`src/rtl/systolic_2by2_feeder_pkg.sv`:
```
// -----------------------------------------------------------------------------
// systolic_pkg
// Shared definitions for the 2x2 systolic operand feeder:
//   W          - default operand lane width (matches the array's 8-bit lanes)
//   N          - array dimension (2x2)
//   BANK_DEPTH - number of operand registers (one A and one B matrix)
//   SEL_W      - width of the operand write select
//   state_t    - feeder FSM states
//   SEL_*      - wr_sel encodings for each matrix element
//   bank_idx() - maps (matrix, row, col) onto a flat bank index
// -----------------------------------------------------------------------------
package systolic_pkg;

    localparam int W          = 8;
    localparam int N          = 2;
    localparam int BANK_DEPTH = 2 * N * N;
    localparam int SEL_W      = 3;

    typedef enum logic [1:0] {
        ST_IDLE   = 2'd0,
        ST_STREAM = 2'd1,
        ST_FLUSH  = 2'd2,
        ST_DONE   = 2'd3
    } state_t;

    localparam logic [SEL_W-1:0] SEL_A00 = 3'd0;
    localparam logic [SEL_W-1:0] SEL_A01 = 3'd1;
    localparam logic [SEL_W-1:0] SEL_A10 = 3'd2;
    localparam logic [SEL_W-1:0] SEL_A11 = 3'd3;
    localparam logic [SEL_W-1:0] SEL_B00 = 3'd4;
    localparam logic [SEL_W-1:0] SEL_B01 = 3'd5;
    localparam logic [SEL_W-1:0] SEL_B10 = 3'd6;
    localparam logic [SEL_W-1:0] SEL_B11 = 3'd7;

    // A occupies indices 0..3 (row-major), B occupies 4..7 (row-major).
    function automatic logic [SEL_W-1:0] bank_idx(input logic is_b,
                                                 input int   row,
                                                 input int   col);
        int flat;
        flat = (is_b ? N * N : 0) + row * N + col;
        return SEL_W'(flat);
    endfunction

endpackage

```
`src/rtl/systolic_2by2_feeder_operand_bank.sv`:
```
// -----------------------------------------------------------------------------
// operand_bank
// Eight-entry W-bit register file holding one 2x2 A and one 2x2 B matrix.
// One write port, all entries readable in parallel every cycle.
// Ports:
//   clk      - clock, rising edge
//   rst      - synchronous active-high reset, clears every entry to 0
//   wr_en    - write strobe (already qualified by the caller)
//   wr_sel   - entry to write (SEL_A00..SEL_B11)
//   wr_data  - value to write
//   rd_data  - all entries, rd_data[i] is entry i
// -----------------------------------------------------------------------------
module operand_bank #(
    parameter int W = systolic_pkg::W
) (
    input  logic                                  clk,
    input  logic                                  rst,
    input  logic                                  wr_en,
    input  logic [systolic_pkg::SEL_W-1:0]        wr_sel,
    input  logic [W-1:0]                          wr_data,
    output logic [systolic_pkg::BANK_DEPTH-1:0][W-1:0] rd_data
);

    import systolic_pkg::*;

    // Registers rather than a RAM: the skew mux needs several entries
    // in the same cycle.
    for (genvar gi = 0; gi < BANK_DEPTH; gi++) begin : g_entry
        always_ff @(posedge clk) begin
            if (rst) begin
                rd_data[gi] <= '0;
            end else if (wr_en && (wr_sel == SEL_W'(gi))) begin
                rd_data[gi] <= wr_data;
            end
        end
    end

endmodule

```
`src/rtl/systolic_2by2_feeder.sv`:
```
// -----------------------------------------------------------------------------
// systolic_2by2_feeder
// Holds one 2x2 A and one 2x2 B operand matrix and streams them, diagonally
// skewed, into a 2x2 systolic array. Each pass is 3 data steps followed by
// FLUSH all-zero cycles, then a one-cycle done pulse.
// Ports:
//   clk              - clock, rising edge
//   rst              - synchronous active-high reset
//   wr_en/wr_sel/wr_data - operand write port (accepted in IDLE and DONE)
//   start            - begin a pass (sampled only in IDLE, wins over a write)
//   left1, left2     - row 0 / row 1 operand streams
//   up1, up2         - column 0 / column 1 operand streams
//   strobe           - high during data-phase cycles
//   busy             - high during data and flush cycles
//   done             - one-cycle pulse after the last flush cycle
// All outputs are registered.
// -----------------------------------------------------------------------------
module systolic_2by2_feeder #(
    parameter int W     = systolic_pkg::W,
    parameter int FLUSH = 2
) (
    input  logic         clk,
    input  logic         rst,
    input  logic         wr_en,
    input  logic [2:0]   wr_sel,
    input  logic [W-1:0] wr_data,
    input  logic         start,
    output logic [W-1:0] left1,
    output logic [W-1:0] left2,
    output logic [W-1:0] up1,
    output logic [W-1:0] up2,
    output logic         strobe,
    output logic         busy,
    output logic         done
);

    import systolic_pkg::*;

    // Steps 0..2N-2 cover the full diagonal skew of an NxN product.
    localparam logic [1:0] LAST_STEP  = 2'(2 * N - 2);
    localparam logic [3:0] FLUSH_LAST = (FLUSH > 0) ? 4'(FLUSH - 1) : 4'd0;

    state_t       state_reg, state_next;
    logic [1:0]   step_reg, step_next;
    logic [3:0]   flush_cnt_reg, flush_cnt_next;

    logic [W-1:0] left1_next, left2_next, up1_next, up2_next;
    int           step_i;

    logic                        bank_wr_en;
    logic [BANK_DEPTH-1:0][W-1:0] bank_q;

    // The bank is frozen while a pass is in flight; a start in IDLE takes
    // priority over a simultaneous write, so that write is dropped.
    assign bank_wr_en = wr_en &&
                        (((state_reg == ST_IDLE) && !start) || (state_reg == ST_DONE));

    operand_bank #(
        .W (W)
    ) u_bank (
        .clk     (clk),
        .rst     (rst),
        .wr_en   (bank_wr_en),
        .wr_sel  (wr_sel),
        .wr_data (wr_data),
        .rd_data (bank_q)
    );

    // Next-state logic. The registers describe what is being shown this
    // cycle, so outputs below are derived from the *next* state/step.
    always_comb begin
        state_next     = state_reg;
        step_next      = step_reg;
        flush_cnt_next = flush_cnt_reg;
        case (state_reg)
            ST_IDLE: begin
                if (start) begin
                    state_next = ST_STREAM;
                    step_next  = '0;
                end
            end
            ST_STREAM: begin
                if (step_reg == LAST_STEP) begin
                    if (FLUSH == 0) begin
                        state_next = ST_DONE;
                    end else begin
                        state_next     = ST_FLUSH;
                        flush_cnt_next = '0;
                    end
                end else begin
                    step_next = step_reg + 2'd1;
                end
            end
            ST_FLUSH: begin
                if (flush_cnt_reg == FLUSH_LAST) begin
                    state_next = ST_DONE;
                end else begin
                    flush_cnt_next = flush_cnt_reg + 4'd1;
                end
            end
            ST_DONE: begin
                state_next = ST_IDLE;
            end
            default: begin
                state_next = ST_IDLE;
            end
        endcase
    end

    // Skew mux: row r / column c is delayed by r / c steps; indices that
    // fall outside the matrix drive zero.
    always_comb begin
        step_i     = int'(step_next);
        left1_next = '0;
        left2_next = '0;
        up1_next   = '0;
        up2_next   = '0;
        if (state_next == ST_STREAM) begin
            if (step_i < N) begin
                left1_next = bank_q[bank_idx(1'b0, 0, step_i)];
                up1_next   = bank_q[bank_idx(1'b1, step_i, 0)];
            end
            if ((step_i >= 1) && (step_i <= N)) begin
                left2_next = bank_q[bank_idx(1'b0, 1, step_i - 1)];
                up2_next   = bank_q[bank_idx(1'b1, step_i - 1, 1)];
            end
        end
    end

    always_ff @(posedge clk) begin
        if (rst) begin
            state_reg     <= ST_IDLE;
            step_reg      <= '0;
            flush_cnt_reg <= '0;
            left1         <= '0;
            left2         <= '0;
            up1           <= '0;
            up2           <= '0;
            strobe        <= 1'b0;
            busy          <= 1'b0;
            done          <= 1'b0;
        end else begin
            state_reg     <= state_next;
            step_reg      <= step_next;
            flush_cnt_reg <= flush_cnt_next;
            left1         <= left1_next;
            left2         <= left2_next;
            up1           <= up1_next;
            up2           <= up2_next;
            strobe        <= (state_next == ST_STREAM);
            busy          <= (state_next == ST_STREAM) || (state_next == ST_FLUSH);
            done          <= (state_next == ST_DONE);
        end
    end

endmodule

```
`config.mk`:
```
export PLATFORM = sky130hd
export DESIGN_NAME = systolic_2by2_feeder
export DESIGN_NICKNAME = d
export VERILOG_FILES = /design/src/rtl/systolic_2by2_feeder_pkg.sv /design/src/rtl/systolic_2by2_feeder_operand_bank.sv /design/src/rtl/systolic_2by2_feeder.sv
export SDC_FILE = /design/constraint.sdc
export NUM_CORES = 1
export LEC_CHECK = 0
export ABC_AREA = 0
export CAP_MARGIN = 20
export CORE_MARGIN = 4
export CORE_UTILIZATION = 55
export CTS_BUF_LIST = sky130_fd_sc_hd__clkbuf_4 sky130_fd_sc_hd__clkbuf_8 sky130_fd_sc_hd__clkbuf_16
export DETAILED_ROUTE_END_ITERATION = 12
export GPL_TIMING_DRIVEN = 0
export PLACE_DENSITY_LB_ADDON = 0.1
export SLEW_MARGIN = 5
export SYNTH_ARGS = -nofsm -noshare
export SYNTH_HDL_FRONTEND = slang
export SYNTH_HIERARCHICAL = 1
export SYNTH_SLANG_ARGS = --single-unit
```
`constraint.sdc`:
```
create_clock -name clk -period 3.8 [get_ports clk]
set_input_delay 0.76 -clock clk [delete_from_list [all_inputs] [get_ports clk]]
set_output_delay 0.76 -clock clk [all_outputs]
set_load 0.005 [all_outputs]
```
=== After elaboration in Yosys (flattened, before gate mapping) ===
Cells that the tools add are included.

* Output and inout bits: 35
* Memory bits (writable): 0
* Latch bits: 0
* Bits of input ports: 15
* Word-level logic and storage cells: 90
* Memories: 0
* Bits in read-only memories: 0
* Bits in registers: 107

* Order comparisons: 7
* Add/sub/neg operators: 7
* Reduce and logical (&&, ||, !) cells: 20
* Shift-type cells: 0
* Muxes and demuxes: 18
* Equality and inequality tests: 17
* $mul: 0
* Bitwise gates (word level): 3
* Div/mod/pow operators: 0

{| class="wikitable"
|+ Operators by type and width
! kind !! number
|-
| binary-select mux 8 bit (select 3 bit) || 3
|-
| 2-to-1 mux 8 bit || 4
|-
| binary-select mux 8 bit (select 2 bit) || 1
|-
| equality test 3 bit, second input constant || 4
|-
| < comparator 3 x 4 -> 1 bit, second input constant || 3
|-
| logical AND 1 bit || 11
|-
| equality test 2 bit, second input constant || 5
|-
| 2-to-1 mux 2 bit || 5
|-
| adder 3 bit, first input constant || 3
|-
| 2-to-1 mux 4 bit || 2
|-
| one-hot mux 2 bit (4 select lines) || 1
|-
| one-hot mux 4 bit (2 select lines) || 1
|-
| equality test 3 x 2 -> 1 bit, second input constant || 2
|-
| OR reduction 3 bit || 2
|-
| adder 4 x 1 -> 4 bit, second input constant || 1
|-
| equality test 2 x 1 -> 1 bit, second input constant || 2
|-
| equality test 4 x 1 -> 1 bit, second input constant || 1
|-
| < comparator 2 x 4 -> 1 bit, second input constant || 1
|-
| != test 2 bit, second input constant || 2
|-
| one-hot mux 2 bit (2 select lines) || 1
|-
| adder 3 x 2 -> 3 bit, second input constant || 1
|-
| equality test 3 x 1 -> 1 bit, second input constant || 1
|-
| zero test 3 bit || 1
|-
| NOT 1 bit || 3
|-
| other kinds (10) || 11
|}

=== Longest topological paths before layout ===
Gate-level depths: netlist (run 1).

* Depth after elaboration: 8
* Depth in mapped cells: 12
* Depth with buffers taken out: 9

=== Hierarchy ===
Netlist (run 1), hierarchy kept.

{| class="wikitable"
|+ By module, submodules not included
! module !! cells an instance !! area an instance (um^2) !! seq. area each (um^2) !! times used
|-
| operand_bank || 235 || 2603.7 || 1281.2 || 1
|-
| systolic_2by2_feeder || 233 || 2258.4 || 860.8 || 1
|}

=== Least setup slack after synthesis (run 1) ===
No wires, ideal clock.

* Path type: register -> register
* Start: register step_reg[1]
* End: register left2[5]
* Period minus slack after synthesis: 2.410 ns
* Path buffers: 4
* Setup time: 0.120 ns
* Setup slack: 1.390 ns
* Stages on the path, launching flop included: 13
* Arrival time: 2.290 ns
* Data required time: 3.680 ns
* Cells stage by stage: dfxtp_1 inv_1 clkbuf_1 ha_1 nand3b_1 buf_2 nand2_1 ha_1 buf_2 buf_2 mux2_2 nand2_1 mux2i_1

* Word-level cells in the longest chain between the ends: 7
* Elaborated cells between the ends (all ways): 18
* Classes of those cells: 3 x add/sub; 2 x order compare; 2 x eq/ne; 7 x mux; 2 x bitwise; 2 x reduce/logical

{| class="wikitable"
|+ Ends and longest elaborated chain
! element !! line !! RTL
|-
| start: declaration || systolic_2by2_feeder.sv:44 || <nowiki>logic [1:0] step_reg, step_next;</nowiki>
|-
| start signal: assignment || systolic_2by2_feeder.sv:144 || <nowiki>step_reg <= step_next;</nowiki>
|-
| adder 2 x 1 -> 2 bit or equality test 2 bit (tied branches) || systolic_2by2_feeder.sv:91, systolic_2by2_feeder.sv:83 ||
|-
| 2-to-1 mux 2 bit || systolic_2by2_feeder.sv:83 || <nowiki>if (step_reg == LAST_STEP) begin</nowiki>
|-
| one-hot mux 2 bit (2 select lines) * || systolic_2by2_feeder.sv:75 || <nowiki>case (state_reg)</nowiki>
|-
| named net step_next[1] || systolic_2by2_feeder.sv:44 ||
|-
| subtractor 2 x 1 -> 3 bit, or another cell as far along || -- ||
|-
| adder 3 bit or logical AND 1 bit (tied branches) || systolic_2by2_feeder_pkg.sv:40, systolic_2by2_feeder.sv:123 ||
|-
| binary-select mux 8 bit (select 3 bit) or NOT 1 bit (tied branches) || -- ||
|-
| 2-to-1 mux 8 bit (not written as such) or OR reduction 3 bit (tied branches) || -- ||
|-
| end signal: assignment || systolic_2by2_feeder.sv:147 || <nowiki>left2 <= left2_next;</nowiki>
|-
| end: declaration || systolic_2by2_feeder.sv:29 || <nowiki>output logic [W-1:0] left2,</nowiki>
|}

The timed path passes the listed nets; every way through them passes the cells marked *. The select of a mux whose other input is x is not followed.
A chain may end at the register's enable or synchronous reset.

=== Worst setup path in the final report (run 1) ===
* Start: register step_reg[1]
* End: register left2[2]

The elaborated chain is that of the path after synthesis.

==> results of run 1 <==
-- routing by layer --
| layer | vias up | wire, um | GRT usage |
|---|---|---|---|
| met1 | 1661 | 5060 | 0.285 |
| met2 | 78 | 5310 | 0.370 |
| met3 | 18 | 374 | 0.0341 |
| li1 | 1738 | - | - |
| met4 | 0 | 211 | 0.0838 |
| met5 | - | 0 | 0 |
-- per-stage QoR --
stage,setup slack (ps),instances
3_5_place_dp,593,622
3_3_place_gp,620,622
5_1_grt,546,638
4_1_cts,803,638
6_report,782,638
2_1_floorplan,1390,468
-- worst register-to-register path, cell delays in order (launching register included) --
cell and delay [ps]:
dfxtp_1 340, inv_1 150, clkbuf_1 390, ha_1 320
nand3b_1 210, buf_2 280, nand2_1 100, ha_1 280
and3b_1 160, clkbuf_1 180, buf_2 290, nand2_1 100
mux2i_1 160
-- power by group --
part           total, mW  switching, mW  internal [mW]
sequential          1.14        0.00678           1.13
clock              0.710          0.399          0.311
combinational      0.210          0.122         0.0879
total               2.06          0.528           1.53
-- logic make-up after synthesis --
| group | after synthesis |
|---|---|
| flip-flops | 107 |
| multiplexers | 112 |
| AND/OR/NAND/NOR | 139 |
| buffers and inverters | 56 |
| adder cells (fa/ha/maj) | 7 |
| AO/OA/AOI/OAI | 47 |
-- cell usage after synthesis, drive strengths merged --
cell type / count
a211o: 1
a21oi: 7
a22oi: 1
and2: 1
and3b: 1
and4b: 1
buf: 29
clkbuf: 21
dfxtp: 107
ha: 7
inv: 6
mux2: 16
mux2i: 96
nand2: 35
nand2b: 75
nand3: 1
nand3b: 2
nand4: 1
nand4b: 3
nand4bb: 1
nor2: 4
nor2b: 4
nor3: 1
nor3b: 1
nor4bb: 1
o2111ai: 32
o211ai: 2
o21ai: 2
o21ba: 1
o21bai: 1
or3: 3
or4: 1
or4b: 1
or4bb: 2
-- path summary, 6_finish.rpt --
check / from / end / slack (ps) / cells after the start
setup / recovery: step_reg[1] / left2[2] / 780 / 12
hold / removal: u_bank/rd_data[45] / up2[5] / 460 / 2
setup reg to reg: step_reg[1] / left2[2] / 780 / 12
hold reg to reg: u_bank/rd_data[45] / up2[5] / 460 / 2
-- layout make-up --
cell class | count | area [sq um] | share of cell area
multi-input combinational | 305 | 2420 | 0.429
sequential | 107 | 2140 | 0.379
timing repair buffer | 46 | 460 | 0.0814
buffer | 50 | 270 | 0.0478
tap | 108 | 135 | 0.0239
clock buffer | 9 | 124 | 0.0219
clock inverter | 7 | 76.3 | 0.0135
inverter | 6 | 25.0 | 0.00442
-- cells in the final DEF (no fill, tap or decap), types with 2 or more instances in the layout --
cell,count
ha_1,7
nand2b_1,74
or4bb_1,2
o2111ai_1,32
mux2_2,16
buf_2,12
clkinv_2,2
o211ai_1,2
buf_4,4
clkbuf_1,21
mux2i_1,96
nand4b_1,3
nor2b_1,4
dfxtp_1,107
inv_1,5
clkdlybuf4s50_1,46
buf_6,7
buf_1,6
or3_1,3
a21oi_1,7
nand2_1,35
nor2_1,4
nand3b_1,2
o21ai_0,2
clkbuf_8,9
==> metrics.csv, run 1 <==
stage,metric,value,unit
timing,hold_viol,0,
logic_synthesis,ys_ff_latch,107,
floorplanning,core-area,8680,sq um
logic_synthesis,synth_top_area_cell,dfxtp_1,
logic_synthesis,synth_mux_area_frac,0.235,
timing,slew_viol_final,0,
final_layout,antenna_cells,0,
worst_setup_path,cp.required,4090,ps
clocking,cts_buffers,9,
clocking,cts_buffer_depth,2,
route,ant_nets,0,
clocking,clk_latency,370,ps
worst_setup_path,worst-path-buf-inv,5,
timing,clock.fmax,331,MHz
global_route,antenna_found_initial,0,
route,drt_iter0_drc,73,
global_route,grt_pass1_vias,3530,
timing,relSlewSlack,0.539,
final_layout,design_area,5660,sq um
final_layout,largest-register,u_bank/rd_data,
global_route,grt_pass1_wl,17700,um
placement,routabilityCongestion,0.816,
placement,dp_hpwl,7950,um
logic_synthesis,synth_cells,468,
global_route,grtUsageTotal,0.220,
floorplanning,die_y,102,um
timing,period_needed,3020,ps
placement,place_area,5460,sq um
logic_synthesis,avgSynthCellArea,10.4,sq um
final_layout,final_util,0.652,
timing,fin_worst_skew,11.0,ps
route,wl_per_cell,17.2,um
clocking,hold_buffers,0,
floorplanning,dieArea,10400,sq um
flow_run,cap_violations,0,
placement,io_buffers,46,
logic_synthesis,ys_seq_area_frac,0.441,
logic_synthesis,yosys.area_share.simple,0.169,
worst_setup_path,path_cells,inv_1 > clkbuf_1 > ha_1 > nand3b_1 > buf_2 > nand2_1 > ha_1 > and3b_1 > clkbuf_1 > buf_2 > nand2_1 > mux2i_1,
clocking,cts_tree,done,
worst_setup_path,worstSetupPathType,reg2reg,
final_layout,layout-drive-gt1-share,0.111,
floorplanning,num_rows,34,
worst_setup_path,critPathMaxStageDelay,390,ps
clocking,postCtsResizedCells,0,
logic_synthesis,synth_compound_area_frac,0.0769,
logic_synthesis,synthAdderAreaFrac,0.0180,
final_layout,areaGrowthSynthToFinish,16.4,%
clocking,post_cts_buffers,0,
final_layout,largest_reg_flops,64,
timing,setup_viol,0,
global_route,grt_max_degree,19,
final_layout,nFillCells,738,
route,dr.pass1.iters,4,
worst_setup_path,critPathSlowestCell,clkbuf_1,
route,via_per_inst,5.48,
clocking,cts_sinks,107,
outcome,outcome,finished clean,
global_route,overflow,0,
logic_synthesis,synth_area_leaders,"dfxtp_1, mux2i_1, nand2b_1, o2111ai_1, mux2_2",
logic_synthesis,yosys.area_share.xor_xnor,0,
route,num_vias,3495,
route,drc,0,
worst_setup_path,crit_family,buffers and inverters,
floorplanning,initial_core_util,0.560,
clocking,root_buffer,clkbuf_8,
floorplanning,ios,50,
timing,post-route-period-util,0.794,
hold_path,hold_class,reg2reg,
final_layout,nets,547,
timing,max_slew.worst_pin.slew,689,ps
clocking,clk_pin_slew,100,ps
logic_synthesis,synthDistinctLibCells,39,
route,wl,11000,um
logic_synthesis,syn-num-nets,490,
timing,timing.hold.ws,462,ps
logic_synthesis,synth_top_cell_area_share,0.441,
logic_synthesis,synth_area,4860,sq um
power_and_ir_drop,power.total,2.06,mW
logic_synthesis,yosysWarnings,6,
power_and_ir_drop,p_leak,2.43,nW
floorplanning,die-width,102,um
power_and_ir_drop,irDropWorstVdd,0.194,mV
logic_synthesis,synth_top_family_by_area,multiplexers,
power_and_ir_drop,power.density,364,nW/um^2
timing,tns,0,ps
timing,rsz0062_at_grt,false,
worst_setup_path,worst_setup_path_end_kind,flop,
worst_setup_path,cp.arrival,3310,ps
worst_setup_path,critPathMaxFanout,10,
worst_setup_path,crit_path_start_kind,flop,
clocking,cts_max_level,3,
Power figures use the tool's default switching activity.
==> run 2, diff against run 1 <==
clock period = 3 ns   (was 3.8 ns; I/O delays follow)
==> run 2 against run 1 <==
  * Routed wire length up 0.18%
  * Fmax up 11%
  * Final area rose by 0.49%
  * Critical endpoint is now left2[4]
  * Largest power group unchanged
==> metrics.csv, run 2 (synthesized netlist as in run 1, its figures left out) <==
stage,metric,value,unit,change
outcome,outcome,finished clean,,
power_and_ir_drop,power.density,459,nW/um^2,+26%
timing,rsz0062_at_grt,false,,
placement,dp_hpwl,7950,um,unchanged
timing,max_slew.worst_pin.slew,686,ps,-3.52 ps
clocking,clk_latency,370,ps,about the same
timing,clock.fmax,369,MHz,+11%
final_layout,layout-drive-gt1-share,0.120,,+0.00898
final_layout,areaGrowthSynthToFinish,16.9,%,
route,via_per_inst,5.46,,-0.37%
clocking,cts_buffer_depth,2,,unchanged
global_route,grtUsageTotal,0.220,,unchanged
clocking,cts_buffers,9,,unchanged
hold_path,whs_path_depth,2,,unchanged
worst_setup_path,cp.arrival,2960,ps,-350 ps
power_and_ir_drop,p_leak,2.45,nW,+0.65%
final_layout,multiInputGateArea,2430,sq um,+0.21%
worst_setup_path,worst_setup_path_end_kind,flop,,
route,num_vias,3493,,-0.057%
final_layout,seqCellArea,2140,sq um,unchanged
final_layout,nFillCells,734,,-0.54%
clocking,clk_pin_slew,100,ps,about the same
route,dr.pass1.iters,4,,unchanged
worst_setup_path,reg2reg_from,step_reg[1],,
flow_run,cap_violations,0,,unchanged
floorplanning,die-width,102,um,unchanged
final_layout,largest-register,u_bank/rd_data,,
timing,slew_viol_final,0,,unchanged
worst_setup_path,worstSetupPathType,reg2reg,,
route,wl_per_cell,17.2,um,-0.13%
route,wl,11000,um,+0.18%
clocking,cts_tree,done,,
timing,fin_worst_skew,11.6,ps,+0.627 ps
placement,placed_cells,622,,unchanged
final_layout,largest_reg_flops,64,,unchanged
floorplanning,ios,50,,unchanged
hold_path,hp-start,u_bank/rd_data[45],,
timing,hold_viol,0,,unchanged
final_layout,final_common_cell,dfxtp_1,,
worst_setup_path,ff2ff_setup_slack,290,ps,-490 ps
clocking,root_buffer,clkbuf_8,,
global_route,grt_pass1_wl,17700,um,unchanged
power_and_ir_drop,irDropWorstVdd,0.244,mV,+26%
worst_setup_path,critPathMaxFanout,10,,unchanged
final_layout,layout_common_cells,"dfxtp_1, mux2i_1, nand2b_1",,
global_route,grt_pass1_vias,3530,,unchanged
floorplanning,core-area,8680,sq um,unchanged
hold_path,hold_class,reg2reg,,
clocking,cts_sinks,107,,unchanged
worst_setup_path,crit_path_start_kind,flop,,
hold_path,worstHoldEndpoint,up2[5],,
floorplanning,dieArea,10400,sq um,unchanged
final_layout,nets,549,,+0.37%
clocking,hold_buffers,0,,unchanged
worst_setup_path,cp.required,3250,ps,-840 ps
global_route,antenna_found_initial,0,,unchanged
placement,io_buffers,46,,unchanged
route,drt_iter0_drc,87,,+19%
worst_setup_path,r2r-end,left2[4],,
worst_setup_path,reg2regPathDepth,11,,-1
route,drc,0,,unchanged
floorplanning,die_y,102,um,unchanged
final_layout,design_area,5690,sq um,+0.49%
timing,period_needed,2710,ps,-311 ps
floorplanning,initial_core_util,0.560,,unchanged
placement,routabilityCongestion,0.816,,unchanged
timing,setup_viol,0,,unchanged
clocking,cts_max_level,3,,unchanged
timing,post-route-period-util,0.902,,+0.108
floorplanning,num_rows,34,,unchanged
timing,timing.hold.ws,463,ps,+0.308 ps
global_route,grt_max_degree,19,,unchanged
final_layout,layout.cells.non_filler,640,,+0.31%
placement,place_area,5460,sq um,unchanged
global_route,overflow,0,,unchanged
timing,relSlewSlack,0.542,,+0.00235
route,ant_nets,0,,unchanged
power_and_ir_drop,power.total,2.61,mW,+27%
final_layout,antenna_cells,0,,unchanged
-- run 2: cell type report --
type                    instances  area share
plain buffers                  49      0.0469
clock buffers                   9      0.0218
clock inverters                 7      0.0134
inverters                       6     0.00506
multi-input cells             305       0.427
flip-flops and latches        107       0.377
well taps                     108      0.0238
repair buffers                 49      0.0849
-- run 2: worst max-delay path by stage --
stage | cells past startpoint | startpoint | endpoint
after floorplan | 12 | step_reg[1] | left2[5]
after global placement | 11 | start | left2[5]
after detailed placement | 11 | start | left2[1]
after CTS | 12 | step_reg[1] | left2[2]
after global routing | 11 | step_reg[1] | left2[3]
final | 11 | step_reg[1] | left2[4]
-- run 2: worst max-delay path, stage by stage (launching register included) --
cell and delay, ps:
dfxtp_1 410, clkinvlp_4 160, ha_1 290, nand3b_1 190
buf_2 260, nand2_1 110, ha_1 150, buf_2 200
buf_2 310, mux2_2 370, nand2_1 70, mux2i_1 70
-- run 2: power breakdown --
group | internal, mW | switching (mW)
Combinational | 0.113 | 0.155
Sequential | 1.44 | 0.00888
Clock | 0.394 | 0.504
-- run 2: through the flow --
step	utilization	TNS (ps)	setup slack, ps
CTS	0.652	0	2.90
floorplan	-	0	590
global placement	0.629	-89.6	-20.3
detailed placement	0.629	-232	-47.0
finish	0.655	0	293
global route	0.655	0	119
-- run 2: repair_timing --
item                       in CTS  in global routing
buffers inserted                0                  3
hold endpoints to repair        0                  0
resized for setup               0                  2
setup endpoints to repair       0                 26
-- run 2: per-layer routing --
| metal | vias up | GRT usage | wire length, um |
|---|---|---|---|
| li1 | 1743 | - | - |
| met1 | 1646 | 0.285 | 5020 |
| met2 | 84 | 0.370 | 5340 |
| met3 | 20 | 0.0341 | 409 |
| met4 | 0 | 0.0838 | 221 |
| met5 | - | 0 | 0 |
==> run 3, diff against run 2 <==
CORE_UTILIZATION = 51   (was 55)
CTS_CLUSTER_DIAMETER = 60   (was default)
clock period = 2.2 ns   (was 3 ns; I/O delays follow)
==> run 3 against run 2 <==
  * Sequential power rose by 37%
  * Combinational power rose by 52%
  * Critical path depth stayed put
  * Sequential share of layout area decreased by 1.2 points
  * Hold slack got worse by 30 ps
  * Highest routed layer unchanged
  * Non-clock buffer count grew 7
  * Register-to-register slack worse by 220 ps
  * Global-route usage down 2.1 points
==> metrics.csv, run 3 (synthesized netlist as in run 1, its figures left out) <==
stage,metric,value,unit,change
worst_setup_path,cp.depth,11,,unchanged
timing,rsz0062_at_grt,true,,
clocking,cts_buffers,9,,unchanged
placement,io_buffers,46,,unchanged
route,ant_nets,0,,unchanged
clocking,cts_buffer_depth,2,,unchanged
final_layout,layout.cells.non_filler,667,,+4.2%
final_layout,final_common_cell,dfxtp_1,,
timing,fin_worst_skew,14.3,ps,+2.64 ps
floorplanning,ios,50,,unchanged
placement,routabilityCongestion,0.772,,-5.3%
global_route,overflow,0,,unchanged
floorplanning,num_rows,35,,+2.9%
floorplanning,initial_core_util,0.526,,-0.0341
power_and_ir_drop,irDropWorstVdd,0.337,mV,+38%
global_route,grt_pass1_vias,3483,,-1.3%
power_and_ir_drop,combPwrFrac,0.118,,+0.015
final_layout,largest-register,u_bank/rd_data,,
floorplanning,core-area,9240,sq um,+6.5%
global_route,grt_max_degree,17,,-2
timing,setup_viol,0,,unchanged
placement,dp_hpwl,7800,um,-1.9%
global_route,antenna_found_initial,0,,unchanged
power_and_ir_drop,power.density,586,nW/um^2,+28%
clocking,cts_max_level,3,,unchanged
timing,relSlewSlack,0.636,,+0.0946
outcome,outcome,finished clean,,
floorplanning,die-width,106,um,+3.5%
worst_setup_path,reg2regPathDepth,11,,unchanged
timing,post-route-period-util,0.965,,+0.0624
worst_setup_path,cp.arrival,2370,ps,-590 ps
worst_setup_path,reg2reg_from,step_reg[1],,
worst_setup_path,worst_setup_path_end_kind,flop,,
route,via_per_inst,5.23,,-4.2%
hold_path,hold_class,in2reg,,
route,num_vias,3486,,-0.20%
timing,slew_viol_final,0,,unchanged
power_and_ir_drop,seq_power_share,0.571,,+0.018
placement,place_area,5510,sq um,+0.94%
global_route,grt_pass1_wl,17800,um,+0.23%
final_layout,layout-drive-gt1-share,0.164,,+0.0433
route,wl,11000,um,-0.15%
worst_setup_path,path_cells,inv_6 > ha_1 > a22oi_2 > buf_6 > inv_8 > ha_2 > buf_6 > bufbuf_16 > mux2_2 > nand2_1 > mux2i_1,,
global_route,grtUsageTotal,0.199,,-0.0210
clocking,hold_buffers,0,,unchanged
final_layout,areaGrowthSynthToFinish,21.1,%,
worst_setup_path,r2r-end,left2[4],,
power_and_ir_drop,clock_power_share,0.311,,-0.033
worst_setup_path,critPathSlowestCell,dfxtp_4,,
worst_setup_path,ff2ff_setup_slack,80,ps,-220 ps
worst_setup_path,cp-startpoint,step_reg[1],,
worst_setup_path,crit_end,left2[4],,
final_layout,largest_reg_flops,64,,unchanged
clocking,clk_latency,360,ps,about the same
worst_setup_path,crit_top_cell,buf_6,,
final_layout,design_area,5890,sq um,+3.5%
timing,period_needed,2120,ps,-585 ps
timing,hold_viol,0,,unchanged
power_and_ir_drop,p_leak,2.52,nW,+3.0%
clocking,cts_tree,done,,
power_and_ir_drop,swShare,0.253,,-0.00306
route,dr.pass1.iters,4,,unchanged
timing,clock.fmax,471,MHz,+28%
timing,timing.hold.ws,433,ps,-30.1 ps
timing,max_slew.worst_pin.slew,543,ps,-143 ps
route,drt_iter0_drc,111,,+28%
power_and_ir_drop,power.total,3.45,mW,+32%
clocking,root_buffer,clkbuf_8,,
route,drc,0,,unchanged
clocking,clk_pin_slew,100,ps,about the same
route,wl_per_cell,16.4,um,-4.2%
worst_setup_path,crit_family,buffers and inverters,,
floorplanning,dieArea,11200,sq um,+7.2%
placement,placed_cells,643,,+3.4%
worst_setup_path,worstSetupPathType,reg2reg,,
flow_run,cap_violations,0,,unchanged
final_layout,layout_common_cells,"dfxtp_1, mux2i_1, nand2b_1",,
worst_setup_path,critPathMaxFanout,15,,+5
worst_setup_path,critPathMaxStageDelay,380,ps,-30 ps
power_and_ir_drop,internal_power,2.58,mW,+33%
floorplanning,die_y,106,um,+3.5%
clocking,cts_sinks,107,,unchanged
final_layout,antenna_cells,0,,unchanged
final_layout,nets,556,,+1.3%
worst_setup_path,worst-path-buf-inv,5,,+1
worst_setup_path,crit_path_start_kind,flop,,
worst_setup_path,cp.required,2450,ps,-800 ps
power_and_ir_drop,switchingPower,872,uW,+31%
-- run 3: cell count changes in the layout (fill, tap and decap cells not counted), sizes merged --
cell	before	now
clkdlybuf4s50	46	45
clkbuf	29	26
clkinv	3	2
dlygate4sd2	0	1
bufinv	1	0
buf	32	43
bufbuf	0	1
inv	7	6
-- run 3: power by group through the flow --
stage | Combinational (mW) | Sequential, mW | Clock [mW]
final | 0.408 | 1.97 | 1.07
after global routing | 0.434 | 1.97 | 1.17
after CTS | 0.389 | 1.97 | 1.10
after detailed placement | 0.362 | 2.01 | 0
after global placement | 0.357 | 2.01 | 0
after floorplan | 0.253 | 2.01 | 0
-- run 3: how the worst min path moves through the flow --
stage	from	to	slack (ps)	cells past startpoint
5_1_grt	wr_sel[1]	u_bank/rd_data[63]	450	3
3_5_place_dp	u_bank/rd_data[44]	up2[4]	450	2
4_1_cts	u_bank/rd_data[45]	up2[5]	460	2
2_1_floorplan	u_bank/rd_data[40]	up2[0]	440	2
3_3_place_gp	u_bank/rd_data[43]	up2[3]	450	2
6_report	wr_sel[1]	u_bank/rd_data[63]	430	3
-- run 3: area by class of cell --
class / count / area, sq um
Fill cell: 774 / 3350
Multi-Input combinational cell: 305 / 2460
Sequential cell: 107 / 2150
Timing Repair Buffer: 58 / 587
Buffer: 47 / 324
Tap cell: 129 / 161
Clock buffer: 11 / 139
Inverter: 6 / 35.0
Clock inverter: 4 / 28.8
-- run 3: tightest hold or removal path, stage by stage --
cell and delay [ps]:
buf_6 110, nand4_1 120, mux2i_1 80
-- run 3: repair_timing --
| item | 4_1_cts | 5_1_grt |
|---|---|---|
| endpoints found under the setup margin | 53 | 40 |
| pin swaps | 2 | 2 |
| buffers inserted | 7 | 4 |
| gates resized for setup | 24 | 22 |
| cloned | 1 | 0 |
-- run 3: per-stage QoR --
stage                     worst slack, ps  utilization  setup TNS [ps]
after floorplan                      3.34            -               0
after global placement               -630        0.596          -32580
after detailed placement             -633        0.596          -35240
after CTS                            12.0        0.629               0
after global routing                -9.69        0.637           -18.4
final                                77.5        0.637               0
-- run 3: layer usage --
layer / wire, um / GRT usage / part of all wire / up-vias
li1: - / - / - / 1769
met1: 5150 / 0.256 / 0.47 / 1653
met2: 5380 / 0.347 / 0.49 / 58
met3: 367 / 0.0337 / 0.033 / 6
met4: 70 / 0.0490 / 0.0064 / 0
met5: 0 / 0 / 0 / -
